**config.mk**
```make
export PLATFORM = sky130hd
export DESIGN_NAME = fifo_wr_arbiter
export DESIGN_NICKNAME = d
export VERILOG_FILES = /design/src/rtl/fifo_arb_pkg.sv /design/src/rtl/fifo_wr_arbiter_rr_pick.sv /design/src/rtl/fifo_wr_arbiter.sv
export SDC_FILE = /design/constraint.sdc
export NUM_CORES = 1
export LEC_CHECK = 0
export BUFFER_PORTS_ARGS = -buffer_cell sky130_fd_sc_hd__buf_2
export CAP_MARGIN = 20
export CORE_MARGIN = 4
export CORE_UTILIZATION = 40
export CTS_BUF_LIST = sky130_fd_sc_hd__clkbuf_16
export DETAILED_ROUTE_END_ITERATION = 10
export PLACE_DENSITY = 0.71
export SLEW_MARGIN = 10
export SYNTH_ARGS = -nofsm -noshare
export SYNTH_HDL_FRONTEND = slang
export SYNTH_HIERARCHICAL = 1
export SYNTH_SLANG_ARGS = --single-unit
```
**constraint.sdc**
```tcl
create_clock -name clk -period 4.2 [get_ports clk]
set_input_delay 0.42 -clock clk [delete_from_list [all_inputs] [get_ports clk]]
set_output_delay 0.42 -clock clk [all_outputs]
set_load 0.05 [all_outputs]
```
**src/rtl/fifo_arb_pkg.sv**
```systemverilog
// Shared types and width helpers for the FIFO write-port arbiter and its
// rotate-priority picker.
package fifo_arb_pkg;

  // Two-state arbiter FSM, kept as plain constants for legacy tools.
  typedef logic [0:0] state_t;
  localparam state_t ST_IDLE  = 1'b0;
  localparam state_t ST_GRANT = 1'b1;

  // Width of an index into N requesters (at least one bit).
  function automatic int idx_w(input int n);
    return (n <= 2) ? 1 : $clog2(n);
  endfunction

  // Width of a beat counter that spans 0..burst-1 (at least one bit).
  function automatic int cnt_w(input int burst);
    return (burst <= 2) ? 1 : $clog2(burst);
  endfunction

endpackage

```
**src/rtl/fifo_wr_arbiter_rr_pick.sv**
```systemverilog
// Combinational rotate-priority encoder: returns the first set request bit
// found searching upward from start_i, wrapping from N-1 back to 0.
module rr_pick #(
  parameter int N    = 4,
  parameter int IDXW = 2
) (
  input  logic [N-1:0]    req_i,
  input  logic [IDXW-1:0] start_i,
  output logic [IDXW-1:0] idx_o,
  output logic            valid_o
);

  int unsigned     cand;
  logic [IDXW-1:0] cand_idx;
  logic            found;

  // Walk the N candidate slots in rotated order and keep the first hit.
  always_comb begin
    // NOTE: every output gets a default before the loop so no path leaves
    // it unassigned, which would otherwise infer a latch.
    idx_o    = '0;
    found    = 1'b0;
    cand     = 0;
    cand_idx = '0;
    for (int i = 0; i < N; i++) begin
      cand = int'(start_i) + i;
      if (cand >= N) cand = cand - N;
      cand_idx = IDXW'(cand);
      if (!found && req_i[cand_idx]) begin
        found = 1'b1;
        idx_o = cand_idx;
      end
    end
    valid_o = found;
  end

endmodule

```
**src/rtl/fifo_wr_arbiter.sv**
```systemverilog
// Round-robin arbiter sharing the single FIFO write port among N requesters.
// Each grant allows up to BURST beats; writes are qualified by fifo_full_i.
module fifo_wr_arbiter
  import fifo_arb_pkg::*;
#(
  parameter int N     = 4,
  parameter int WIDTH = 4,
  parameter int BURST = 2
) (
  input  logic                    clk,
  input  logic                    rst_ni,
  input  logic [N-1:0]            req_i,
  input  logic [N*WIDTH-1:0]      dat_i,
  output logic [N-1:0]            gnt_o,
  input  logic                    fifo_full_i,
  output logic                    fifo_we_o,
  output logic [WIDTH-1:0]        fifo_dat_o,
  output logic [idx_w(N)-1:0]     owner_o,
  output logic                    busy_o
);

  localparam int IDXW = idx_w(N);
  localparam int CNTW = cnt_w(BURST);

  state_t          fsm_q,    fsm_d;
  logic [IDXW-1:0] owner_q,  owner_d;
  logic [CNTW-1:0] cnt_q,    cnt_d;
  logic [IDXW-1:0] rr_ptr_q, rr_ptr_d;

  logic            in_grant;
  logic            accept;
  logic            burst_end;
  logic            release_own;
  logic [N-1:0]    owner_oh;
  logic [IDXW-1:0] owner_inc;
  logic [N-1:0]    pick_req;
  logic [IDXW-1:0] pick_start;
  logic [IDXW-1:0] pick_idx;
  logic            pick_valid;
  logic [WIDTH-1:0] owner_dat;

  // Decode the owner into a one-hot mask and select its data slice.
  always_comb begin
    owner_oh  = '0;
    owner_dat = '0;
    for (int k = 0; k < N; k++) begin
      if (owner_q == IDXW'(k)) begin
        owner_oh[k] = 1'b1;
        owner_dat   = dat_i[k*WIDTH +: WIDTH];
      end
    end
  end

  // Accept/release qualification and the inputs to the shared picker.
  always_comb begin
    in_grant    = (fsm_q == ST_GRANT);
    accept      = in_grant && req_i[owner_q] && !fifo_full_i && rst_ni;
    burst_end   = accept && (cnt_q == CNTW'(BURST - 1));
    release_own = burst_end || (in_grant && !req_i[owner_q]);
    owner_inc   = (owner_q == IDXW'(N - 1)) ? '0 : owner_q + IDXW'(1);
    // Search after the outgoing owner while granting, else from the pointer.
    pick_start  = in_grant ? owner_inc : rr_ptr_q;
    // Only a burst-limit release hides the outgoing owner from the search.
    pick_req    = burst_end ? (req_i & ~owner_oh) : req_i;
  end

  rr_pick #(
    .N    (N),
    .IDXW (IDXW)
  ) u_pick (
    .req_i   (pick_req),
    .start_i (pick_start),
    .idx_o   (pick_idx),
    .valid_o (pick_valid)
  );

  // Next-state logic for the FSM, owner, beat counter and rr pointer.
  always_comb begin
    fsm_d    = fsm_q;
    owner_d  = owner_q;
    cnt_d    = cnt_q;
    rr_ptr_d = rr_ptr_q;
    if (fsm_q == ST_IDLE) begin
      if (pick_valid) begin
        fsm_d   = ST_GRANT;
        owner_d = pick_idx;
        cnt_d   = '0;
      end
    end else if (release_own) begin
      rr_ptr_d = owner_inc;
      cnt_d    = '0;
      if (pick_valid) begin
        owner_d = pick_idx;
      end else begin
        fsm_d   = ST_IDLE;
        owner_d = '0;
      end
    end else if (accept) begin
      cnt_d = cnt_q + CNTW'(1);
    end
  end

  // State registers with synchronous active-low reset.
  always_ff @(posedge clk) begin
    // NOTE: sequential state uses non-blocking assignments so every register
    // samples pre-edge values regardless of statement order.
    if (!rst_ni) begin
      fsm_q    <= ST_IDLE;
      owner_q  <= '0;
      cnt_q    <= '0;
      rr_ptr_q <= '0;
    end else begin
      fsm_q    <= fsm_d;
      owner_q  <= owner_d;
      cnt_q    <= cnt_d;
      rr_ptr_q <= rr_ptr_d;
    end
  end

  // Outputs: zero-latency write of the owner's beat when accepted.
  always_comb begin
    gnt_o      = accept ? owner_oh : '0;
    fifo_we_o  = accept;
    fifo_dat_o = in_grant ? owner_dat : '0;
    owner_o    = owner_q;
    busy_o     = in_grant;
  end

endmodule

```
==> out/metrics.json, run 1 <==
{
  "layout.core_utilization": {"value": 56.5, "unit": "%"},
  "timing.slew.headroom": {"value": 75.1, "unit": "%"},
  "skew": {"value": 2.81, "unit": "ps"},
  "grt_pass1_wl": {"value": 3350, "unit": "µm"},
  "cts_buffers": {"value": 3},
  "core_region_area": {"value": 1750, "unit": "µm²"},
  "clk_path_buf_depth": {"value": 2},
  "pin_count_of_the_biggest_net_entering_global_routing": {"value": 15},
  "tns": {"value": 0, "unit": "ps"},
  "drt_first_iter_violations": {"value": 22},
  "switch_pwr": {"value": 142, "unit": "µW"},
  "clk_transition_reported_paths": {"value": 30, "unit": "ps"},
  "layout_setup_ws": {"value": 1660, "unit": "ps"},
  "worst_r2r_endpoint": {"value": "owner_o[0]$_SDFFE_PN0P_"},
  "timing_max_transition_violations_final": {"value": 0},
  "hold_path.startpoint": {"value": "rr_ptr_q[1]$_SDFFE_PN0P_"},
  "netSwitchingFraction": {"value": 36.4, "unit": "%"},
  "synth-seq-area-share": {"value": 16.3, "unit": "%"},
  "power.clock.fraction": {"value": 39.6, "unit": "%"},
  "post-dp-hpwl": {"value": 1610, "unit": "µm"},
  "chipHeight": {"value": 50.9, "unit": "µm"},
  "syn_area_per_cell": {"value": 7.76, "unit": "µm²"},
  "irDropWorstVdd": {"value": 0.000469, "unit": "V"},
  "crit_required": {"value": 3780, "unit": "ps"},
  "design.die.area": {"value": 2590, "unit": "µm²"},
  "synth_cells": {"value": 95},
  "fmax": {"value": 0.394, "unit": "GHz"},
  "mostFrequentLayoutCell": {"value": "sky130_fd_sc_hd__buf_2"},
  "layout-drive-gt1-share": {"value": 34.4, "unit": "%"},
  "grt_antenna_before_repair": {"value": 0},
  "cts.htree.levels": {"value": 1},
  "area_growth": {"value": 33.8, "unit": "%"},
  "number_of_global_route_vias_before_repair": {"value": 803},
  "drv.max_cap_violation_count": {"value": 0},
  "tightestPinTransition": {"value": 373, "unit": "ps"},
  "grt_use_total": {"value": 17.1, "unit": "%"},
  "reg2reg_setup_slack": {"value": 1920, "unit": "ps"},
  "post-place-ws": {"value": 1880, "unit": "ps"},
  "post_cts_resized": {"value": 0},
  "worst_setup_path_end_kind": {"value": "output port"},
  "total_of_flip_flops_plus_latches_after_synthesis": {"value": 6},
  "initial_utilization": {"value": 42.2, "unit": "%"},
  "tritoncts": {"value": "built"},
  "wire_per_inst": {"value": 13.1, "unit": "µm"},
  "outcome": {"value": "finished clean"},
  "clock-sinks": {"value": 6},
  "critical_path_peak_fanout": {"value": 8},
  "antenna_nets_post_route": {"value": 0},
  "ys_types": {"value": 35},
  "num-nets-final": {"value": 157},
  "port-buffer-count": {"value": 34},
  "clock_latency": {"value": 230, "unit": "ps"},
  "ys_warn_count": {"value": 6},
  "rr_startpoint": {"value": "owner_o[0]$_SDFFE_PN0P_"},
  "place_congestion": {"value": 0.769},
  "num-fill-cells": {"value": 167},
  "timing.critical_path.arrival": {"value": 2120, "unit": "ps"},
  "path_class": {"value": "reg -> out"},
  "routed_length_on_met1": {"value": 829, "unit": "µm"},
  "met3_length": {"value": 150, "unit": "µm"},
  "power.share.combinational": {"value": 41.2, "unit": "%"},
  "hold_path_end": {"value": "rr_ptr_q[1]$_SDFFE_PN0P_"},
  "route.final.wire_length": {"value": 2010, "unit": "µm"},
  "timing_hold_violations_final": {"value": 0},
  "floorplan.io_pins": {"value": 35},
  "routed.top_layer": {"value": "met4"},
  "p_leak": {"value": 0.476, "unit": "nW"},
  "synth_fp_nets": {"value": 122},
  "crit_path_start_kind": {"value": "register"},
  "pwr_density_cell": {"value": 395, "unit": "nW/µm²"},
  "timing.final.setup_violations": {"value": 0},
  "power_report.internal_total": {"value": 248, "unit": "µW"},
  "worstHoldPathCells": {"value": 2},
  "layout_common_cells": {"value": "sky130_fd_sc_hd__buf_2, sky130_fd_sc_hd__nand2_1, sky130_fd_sc_hd__inv_1"},
  "period_needed": {"value": 2540, "unit": "ps"},
  "min_period_over_period": {"value": 60.4, "unit": "%"},
  "fp-row-count": {"value": 15},
  "gr-total-overflow": {"value": 0},
  "drt_drc_violations_left": {"value": 0},
  "post_cts.repair.setup_buffers": {"value": 0},
  "synth.cell_area": {"value": 737, "unit": "µm²"},
  "met2_wire_length": {"value": 949, "unit": "µm"},
  "vias_per_cell": {"value": 5.33},
  "seq_power_share": {"value": 19.2, "unit": "%"},
  "holdCritPathClass": {"value": "reg -> reg"},
  "rr_worst_depth": {"value": 8},
  "final_design_area_no_fill": {"value": 986, "unit": "µm²"},
  "drt-pass1-iter-count": {"value": 5},
  "placement.cell_area": {"value": 911, "unit": "µm²"},
  "setup_repair_after_global_routing_missed_its_margin": {"value": "no"},
  "clockRootBuffer": {"value": "sky130_fd_sc_hd__clkbuf_16"},
  "n_antenna_cell": {"value": 0},
  "via_count": {"value": 816},
  "cts_hold_buffers": {"value": 0},
  "floorplan.die.width": {"value": 50.9, "unit": "µm"}
}
[per-stage QoR]
step	instances	power (mW)	hold slack, ps
after floorplan	95	0.198	426
after global placement	150	0.233	446
after detailed placement	150	0.236	447
after CTS	153	0.394	453
after global routing	153	0.412	482
final	153	0.389	448
[Yosys cell counts]
library cell / instances / area share [%]
sky130_fd_sc_hd__o21ai_0: 2 / 1.4
sky130_fd_sc_hd__o21ai_1: 2 / 1.4
sky130_fd_sc_hd__inv_1: 8 / 4.1
sky130_fd_sc_hd__mux2i_1: 2 / 2.7
sky130_fd_sc_hd__buf_2: 1 / 0.68
sky130_fd_sc_hd__nand2_1: 11 / 5.6
sky130_fd_sc_hd__o221ai_1: 2 / 2.4
sky130_fd_sc_hd__o22a_2: 1 / 1.4
sky130_fd_sc_hd__buf_1: 1 / 0.51
sky130_fd_sc_hd__clkbuf_4: 1 / 1.0
sky130_fd_sc_hd__a221o_1: 5 / 6.8
sky130_fd_sc_hd__dfxtp_1: 6 / 16
sky130_fd_sc_hd__nand4_1: 1 / 0.85
sky130_fd_sc_hd__ha_1: 4 / 6.8
sky130_fd_sc_hd__mux2_2: 1 / 1.5
sky130_fd_sc_hd__nor2b_1: 1 / 0.85
sky130_fd_sc_hd__and3_1: 1 / 0.85
sky130_fd_sc_hd__a21boi_0: 4 / 4.1
sky130_fd_sc_hd__nand3b_1: 1 / 1.0
sky130_fd_sc_hd__o22a_1: 1 / 1.2
sky130_fd_sc_hd__mux4_2: 1 / 3.1
sky130_fd_sc_hd__buf_6: 1 / 1.5
sky130_fd_sc_hd__o211a_1: 1 / 1.4
sky130_fd_sc_hd__nor2_1: 4 / 2.0
sky130_fd_sc_hd__nor4bb_4: 1 / 3.4
sky130_fd_sc_hd__a21boi_2: 1 / 1.5
sky130_fd_sc_hd__inv_2: 1 / 0.51
sky130_fd_sc_hd__nand3_1: 6 / 4.1
sky130_fd_sc_hd__a21boi_1: 4 / 4.1
sky130_fd_sc_hd__nand2b_1: 6 / 5.1
sky130_fd_sc_hd__o22ai_1: 2 / 1.7
sky130_fd_sc_hd__and2_1: 4 / 3.4
sky130_fd_sc_hd__nor3b_4: 1 / 2.5
sky130_fd_sc_hd__a21oi_1: 5 / 3.4
sky130_fd_sc_hd__o21a_1: 1 / 1.0
[how the worst max path moves through the flow]
stage | startpoint | endpoint | slack, ps | depth (start not counted)
after global placement | owner_o[1]$_SDFFE_PN0P_ | fifo_dat_o[3] | 1980 | 7
after detailed placement | owner_o[1]$_SDFFE_PN0P_ | fifo_dat_o[1] | 1880 | 7
final | owner_o[1]$_SDFFE_PN0P_ | fifo_dat_o[1] | 1660 | 7
after global routing | owner_o[1]$_SDFFE_PN0P_ | fifo_dat_o[1] | 1490 | 7
after floorplan | owner_o[1]$_SDFFE_PN0P_ | fifo_dat_o[0] | 1080 | 6
after CTS | owner_o[1]$_SDFFE_PN0P_ | fifo_dat_o[1] | 1640 | 7
[power groups by stage]
stage	Combinational (mW)	Clock (mW)	Sequential, mW
6_report	0.160	0.154	0.0748
5_1_grt	0.173	0.162	0.0764
4_1_cts	0.161	0.158	0.0747
3_5_place_dp	0.161	0	0.0756
3_3_place_gp	0.158	0	0.0748
2_1_floorplan	0.117	0	0.0816
[cell type report]
cell class	instances	area, µm²	share of cell area [%]
flip-flops and latches	6	120	12.2
well taps	25	31.3	3.17
inverters	9	33.8	3.43
clock buffers	3	75.1	7.61
repair buffers	34	170	17.3
multi-input cells	76	556	56.3
[critical path, cell delays in order (launching register included)]
cell,delay (ps)
sky130_fd_sc_hd__dfxtp_1,460
sky130_fd_sc_hd__inv_1,100
sky130_fd_sc_hd__ha_1,290
sky130_fd_sc_hd__nor2b_1,270
sky130_fd_sc_hd__a221o_1,200
sky130_fd_sc_hd__nand3_1,80
sky130_fd_sc_hd__a21boi_0,190
sky130_fd_sc_hd__buf_2,290
[per-layer routing]
layer | GRT usage, % | vias to the layer above
met2 | 28.5 | 37
met1 | 18.7 | 361
met5 | 0 | -
met3 | 2.62 | 8
met4 | 14.8 | 0
li1 | - | 410
[kinds of logic after synthesis]
group / synth area share, %
compound gates: 31.6
fa+ha+maj: 6.79
buf+inv: 8.32
flops: 16.3
mux: 7.30
simple gates: 29.7
[registers in the layout, indices dropped and copies added (netlist names)]
register and flops:
owner_o 2, rr_ptr_q 2, busy_o 1, cnt_q 1
No activity file was read; power rests on OpenSTA's default activity.
==> run 2, diff against run 1 <==
ABC_AREA = 1   (was default)
PLACE_DENSITY = 0.7   (was 0.71)
clock period = 2.2 ns   (was 4.2 ns; I/O delays follow)
==> out/metrics.json, run 2 <==
{
  "outcome": {"value": "finished clean"},
  "synth_fp_nets": {"value": 174, "change": "+43%"},
  "rr_startpoint": {"value": "busy_o$_SDFF_PN0_"},
  "timing.critical_path.cells": {"value": "inv_4 -> nor3_4 -> nand3_4 -> nor2_4 -> a21boi_2 -> nand2_1 -> nand2_2 -> nand2_2 -> nand2_2 -> nor2_4 -> nand3b_1 -> buf_4 -> nand3_1 -> a21oi_1"},
  "pin_count_of_the_biggest_net_entering_global_routing": {"value": 13, "change": "-2"},
  "port-buffer-count": {"value": 34, "change": "unchanged"},
  "skew": {"value": 2.21, "unit": "ps", "change": "-0.601 ps"},
  "initial_utilization": {"value": 43.7, "unit": "%", "change": "+1.5 points"},
  "ys_warn_count": {"value": 6, "change": "unchanged"},
  "cts.htree.levels": {"value": 1, "change": "unchanged"},
  "power.share.combinational": {"value": 71.5, "unit": "%", "change": "+30 points"},
  "synthTopCellsByCount": {"value": "sky130_fd_sc_hd__nand2_1, sky130_fd_sc_hd__a21oi_1, sky130_fd_sc_hd__inv_1, sky130_fd_sc_hd__o21ai_0, sky130_fd_sc_hd__nand2_2"},
  "design.die.area": {"value": 3050, "unit": "µm²", "change": "+18%"},
  "tns": {"value": 0, "unit": "ps", "change": "unchanged"},
  "route.final.wire_length": {"value": 2530, "unit": "µm", "change": "+26%"},
  "mostFrequentLayoutCell": {"value": "sky130_fd_sc_hd__buf_2"},
  "vias_per_cell": {"value": 4.96, "change": "-7.0%"},
  "seq_power_share": {"value": 10.8, "unit": "%", "change": "-8.4 points"},
  "placement.cell_area": {"value": 1150, "unit": "µm²", "change": "+26%"},
  "netSwitchingFraction": {"value": 53.9, "unit": "%", "change": "+17 points"},
  "critPathMaxStageDelay": {"value": 360, "unit": "ps", "change": "-100 ps"},
  "min_period_over_period": {"value": 94.4, "unit": "%"},
  "hold_path_end": {"value": "rr_ptr_q[1]$_SDFFE_PN0P_"},
  "clock-sinks": {"value": 6, "change": "unchanged"},
  "tightestPinTransition": {"value": 322, "unit": "ps", "change": "-50.5 ps"},
  "critical-path-top-cell-by-count": {"value": "sky130_fd_sc_hd__nand2_2"},
  "floorplan.die.width": {"value": 55.2, "unit": "µm", "change": "+8.4%"},
  "tritoncts": {"value": "built"},
  "syn_area_per_cell": {"value": 6.07, "unit": "µm²", "change": "-22%"},
  "num-nets-final": {"value": 220, "change": "+40%"},
  "critical_path_peak_fanout": {"value": 6, "change": "-2"},
  "synth_ff_type": {"value": "sky130_fd_sc_hd__dfxtp_1"},
  "met3_usage": {"value": 2.33, "unit": "%", "change": "-0.29 points"},
  "yosys.area.top_type": {"value": "sky130_fd_sc_hd__nand2_1"},
  "cts_hold_buffers": {"value": 0, "change": "unchanged"},
  "path_class": {"value": "reg -> reg"},
  "synth_cells": {"value": 147, "change": "+55%"},
  "grt_use_total": {"value": 16.5, "unit": "%", "change": "-0.57 points"},
  "drt_drc_violations_left": {"value": 0, "change": "unchanged"},
  "groute.layer.met2.usage": {"value": 28.2, "unit": "%", "change": "-0.33 points"},
  "timing.slew.headroom": {"value": 78.3, "unit": "%", "change": "+3.2 points"},
  "synth-seq-area-share": {"value": 13.5, "unit": "%", "change": "-2.8 points"},
  "drt-pass1-iter-count": {"value": 4, "change": "-1"},
  "clk_transition_reported_paths": {"value": 40, "unit": "ps", "change": "about the same"},
  "worst_setup_path_end_kind": {"value": "register"},
  "period_needed": {"value": 2080, "unit": "ps"},
  "final_design_area_no_fill": {"value": 1290, "unit": "µm²", "change": "+31%"},
  "via_count": {"value": 1086, "change": "+33%"},
  "power.clock.fraction": {"value": 17.7, "unit": "%", "change": "-22 points"},
  "grt_pass1_wl": {"value": 4260, "unit": "µm", "change": "+27%"},
  "clk_path_buf_depth": {"value": 2, "change": "unchanged"},
  "synth.top_cell.area_share": {"value": 14.7, "unit": "%", "change": "-1.6 points"},
  "rr_worst_depth": {"value": 14, "change": "+6"},
  "area_growth": {"value": 44.6, "unit": "%"},
  "grt_antenna_before_repair": {"value": 0, "change": "unchanged"},
  "global_route.usage.met1": {"value": 21.5, "unit": "%", "change": "+2.9 points"},
  "timing.final.setup_violations": {"value": 0, "change": "unchanged"},
  "post-dp-hpwl": {"value": 2120, "unit": "µm", "change": "+32%"},
  "crit_path_start_kind": {"value": "register"},
  "globalRoute.busiestLayer": {"value": "met2"},
  "place_congestion": {"value": 0.856, "change": "+11%"},
  "fp-row-count": {"value": 16, "change": "+1"},
  "irDropWorstVdd": {"value": 0.00103, "unit": "V", "change": "+120%"},
  "chipHeight": {"value": 55.2, "unit": "µm", "change": "+8.4%"},
  "pwr_density_cell": {"value": 1330, "unit": "nW/µm²", "change": "+240%"},
  "total_of_flip_flops_plus_latches_after_synthesis": {"value": 6, "change": "unchanged"},
  "worst_r2r_endpoint": {"value": "owner_o[1]$_SDFFE_PN0P_"},
  "wire_per_inst": {"value": 11.6, "unit": "µm", "change": "-12%"},
  "drt_first_iter_violations": {"value": 22, "change": "unchanged"},
  "fmax": {"value": 0.481, "unit": "GHz"},
  "switch_pwr": {"value": 927, "unit": "µW", "change": "+550%"},
  "number_of_global_route_vias_before_repair": {"value": 985, "change": "+23%"},
  "hold_path.startpoint": {"value": "rst_ni"},
  "p_leak": {"value": 0.666, "unit": "nW", "change": "+40%"},
  "layout_common_cells": {"value": "sky130_fd_sc_hd__buf_2, sky130_fd_sc_hd__nand2_1, sky130_fd_sc_hd__a21oi_1"},
  "power_report.internal_total": {"value": 793, "unit": "µW", "change": "+220%"},
  "antenna_nets_post_route": {"value": 0, "change": "unchanged"},
  "synth.cell_area": {"value": 892, "unit": "µm²", "change": "+21%"},
  "cts_buffers": {"value": 3, "change": "unchanged"},
  "core_region_area": {"value": 2040, "unit": "µm²", "change": "+17%"},
  "slowest_stage": {"value": "sky130_fd_sc_hd__dfxtp_4"},
  "worstHoldPathCells": {"value": 3, "change": "+1"},
  "gr-total-overflow": {"value": 0, "change": "unchanged"},
  "number_of_flops_mapped_to_enable_cells_by_yosys": {"value": 0, "change": "unchanged"},
  "timing_max_transition_violations_final": {"value": 0, "change": "unchanged"},
  "n_antenna_cell": {"value": 0, "change": "unchanged"},
  "ys_top_cells_by_area": {"value": "sky130_fd_sc_hd__nand2_1, sky130_fd_sc_hd__dfxtp_1, sky130_fd_sc_hd__a21oi_1, sky130_fd_sc_hd__nand3_2, sky130_fd_sc_hd__nand2_2"},
  "reg2reg_setup_slack": {"value": 120, "unit": "ps", "change": "-1800 ps"},
  "drv.max_cap_violation_count": {"value": 0, "change": "unchanged"},
  "clock_latency": {"value": 230, "unit": "ps", "change": "about the same"},
  "ys_types": {"value": 22, "change": "-37%"},
  "layout-drive-gt1-share": {"value": 46.9, "unit": "%", "change": "+13 points"},
  "holdCritPathClass": {"value": "in -> reg"},
  "post-synth-top-count-cell": {"value": "sky130_fd_sc_hd__nand2_1"},
  "floorplan.io_pins": {"value": 35, "change": "unchanged"},
  "critical_path.startpoint": {"value": "busy_o$_SDFF_PN0_"},
  "timing_hold_violations_final": {"value": 0, "change": "unchanged"},
  "crit_required": {"value": 2320, "unit": "ps", "change": "-1460 ps"},
  "timing.critical_path.arrival": {"value": 2200, "unit": "ps", "change": "+80 ps"},
  "synth-async-reset-ratio": {"value": 0, "unit": "%", "change": "unchanged"},
  "clockRootBuffer": {"value": "sky130_fd_sc_hd__clkbuf_16"}
}
## run 2: cell count changes in the layout (fill, tap and decap cells not counted), sizes merged, moves of 3 or more
cell and change:
nand2 +38, o21ai +11, a21oi +10, inv +10
buf +9, nand3 +9, nor2 +8, nand2b -6
a21boi -5, a221o -5, and2 -4, nand4 +3
## run 2: worst max-delay path: cells and delay by family (launching register included)
family                 cells  cell delay [ps]
DFF                        1              360
AOI/OAI and AO/OA          2              130
and+or+nand+nor           10             1240
buffers and inverters      2              230
## run 2: cells by family after synthesis
family / after synthesis / synth area share (%)
flip-flops: 6 / 13.5
AND/OR/NAND/NOR: 82 / 50.6
adder cells (fa/ha/maj): 4 / 5.61
AO/OA/AOI/OAI: 34 / 20.2
buffers and inverters: 21 / 10.1
## run 2: power by group through the flow
stage | Sequential [mW] | Combinational (mW) | Clock (mW)
floorplan | 0.232 | 0.916 | 0
global placement | 0.195 | 1.15 | 0
detailed placement | 0.196 | 1.16 | 0
CTS | 0.194 | 1.17 | 0.307
global route | 0.191 | 1.37 | 0.315
finish | 0.186 | 1.23 | 0.305
## run 2: metrics by stage
step	hold slack [ps]	total power, mW	worst slack, ps	std cells	util (%)
finish	284	1.72	123	219	63.2
global route	307	1.87	-19.0	219	63.2
CTS	283	1.67	52.4	213	60.2
detailed placement	463	1.36	70.2	209	56.4
global placement	455	1.35	134	209	56.4
floorplan	359	1.15	0.168	147	-
## run 2: what timing repair did
item / in CTS / in global routing
endpoints found under the setup margin: 0 / 6
gates resized for setup: 0 / 7
buffers inserted: 0 / 6
## run 2: layout make-up
| class | instances | area [µm²] |
|---|---|---|
| clock inverters | 1 | 3.75 |
| multi-input cells | 120 | 734 |
| flip-flops and latches | 6 | 131 |
| repair buffers | 43 | 238 |
| inverters | 19 | 73.8 |
| well taps | 27 | 33.8 |
| fillers | 205 | 752 |
| clock buffers | 3 | 75.1 |
## run 2: how the worst max path moves through the flow
stage	endpoint	slack [ps]	cells after the start
after floorplan	owner_o[0]$_SDFFE_PN0P_	0.2	14
after global placement	owner_o[0]$_SDFFE_PN0P_	130	14
after detailed placement	owner_o[1]$_SDFFE_PN0P_	70	14
after CTS	owner_o[1]$_SDFFE_PN0P_	50	14
after global routing	owner_o[0]$_SDFFE_PN0P_	-20	15
final	owner_o[1]$_SDFFE_PN0P_	120	14
## run 2: layer usage
metal	up-vias	share of wire, %
met5	-	0
met4	0	1.1
met3	2	4.3
met2	26	50
met1	482	45
li1	576	-
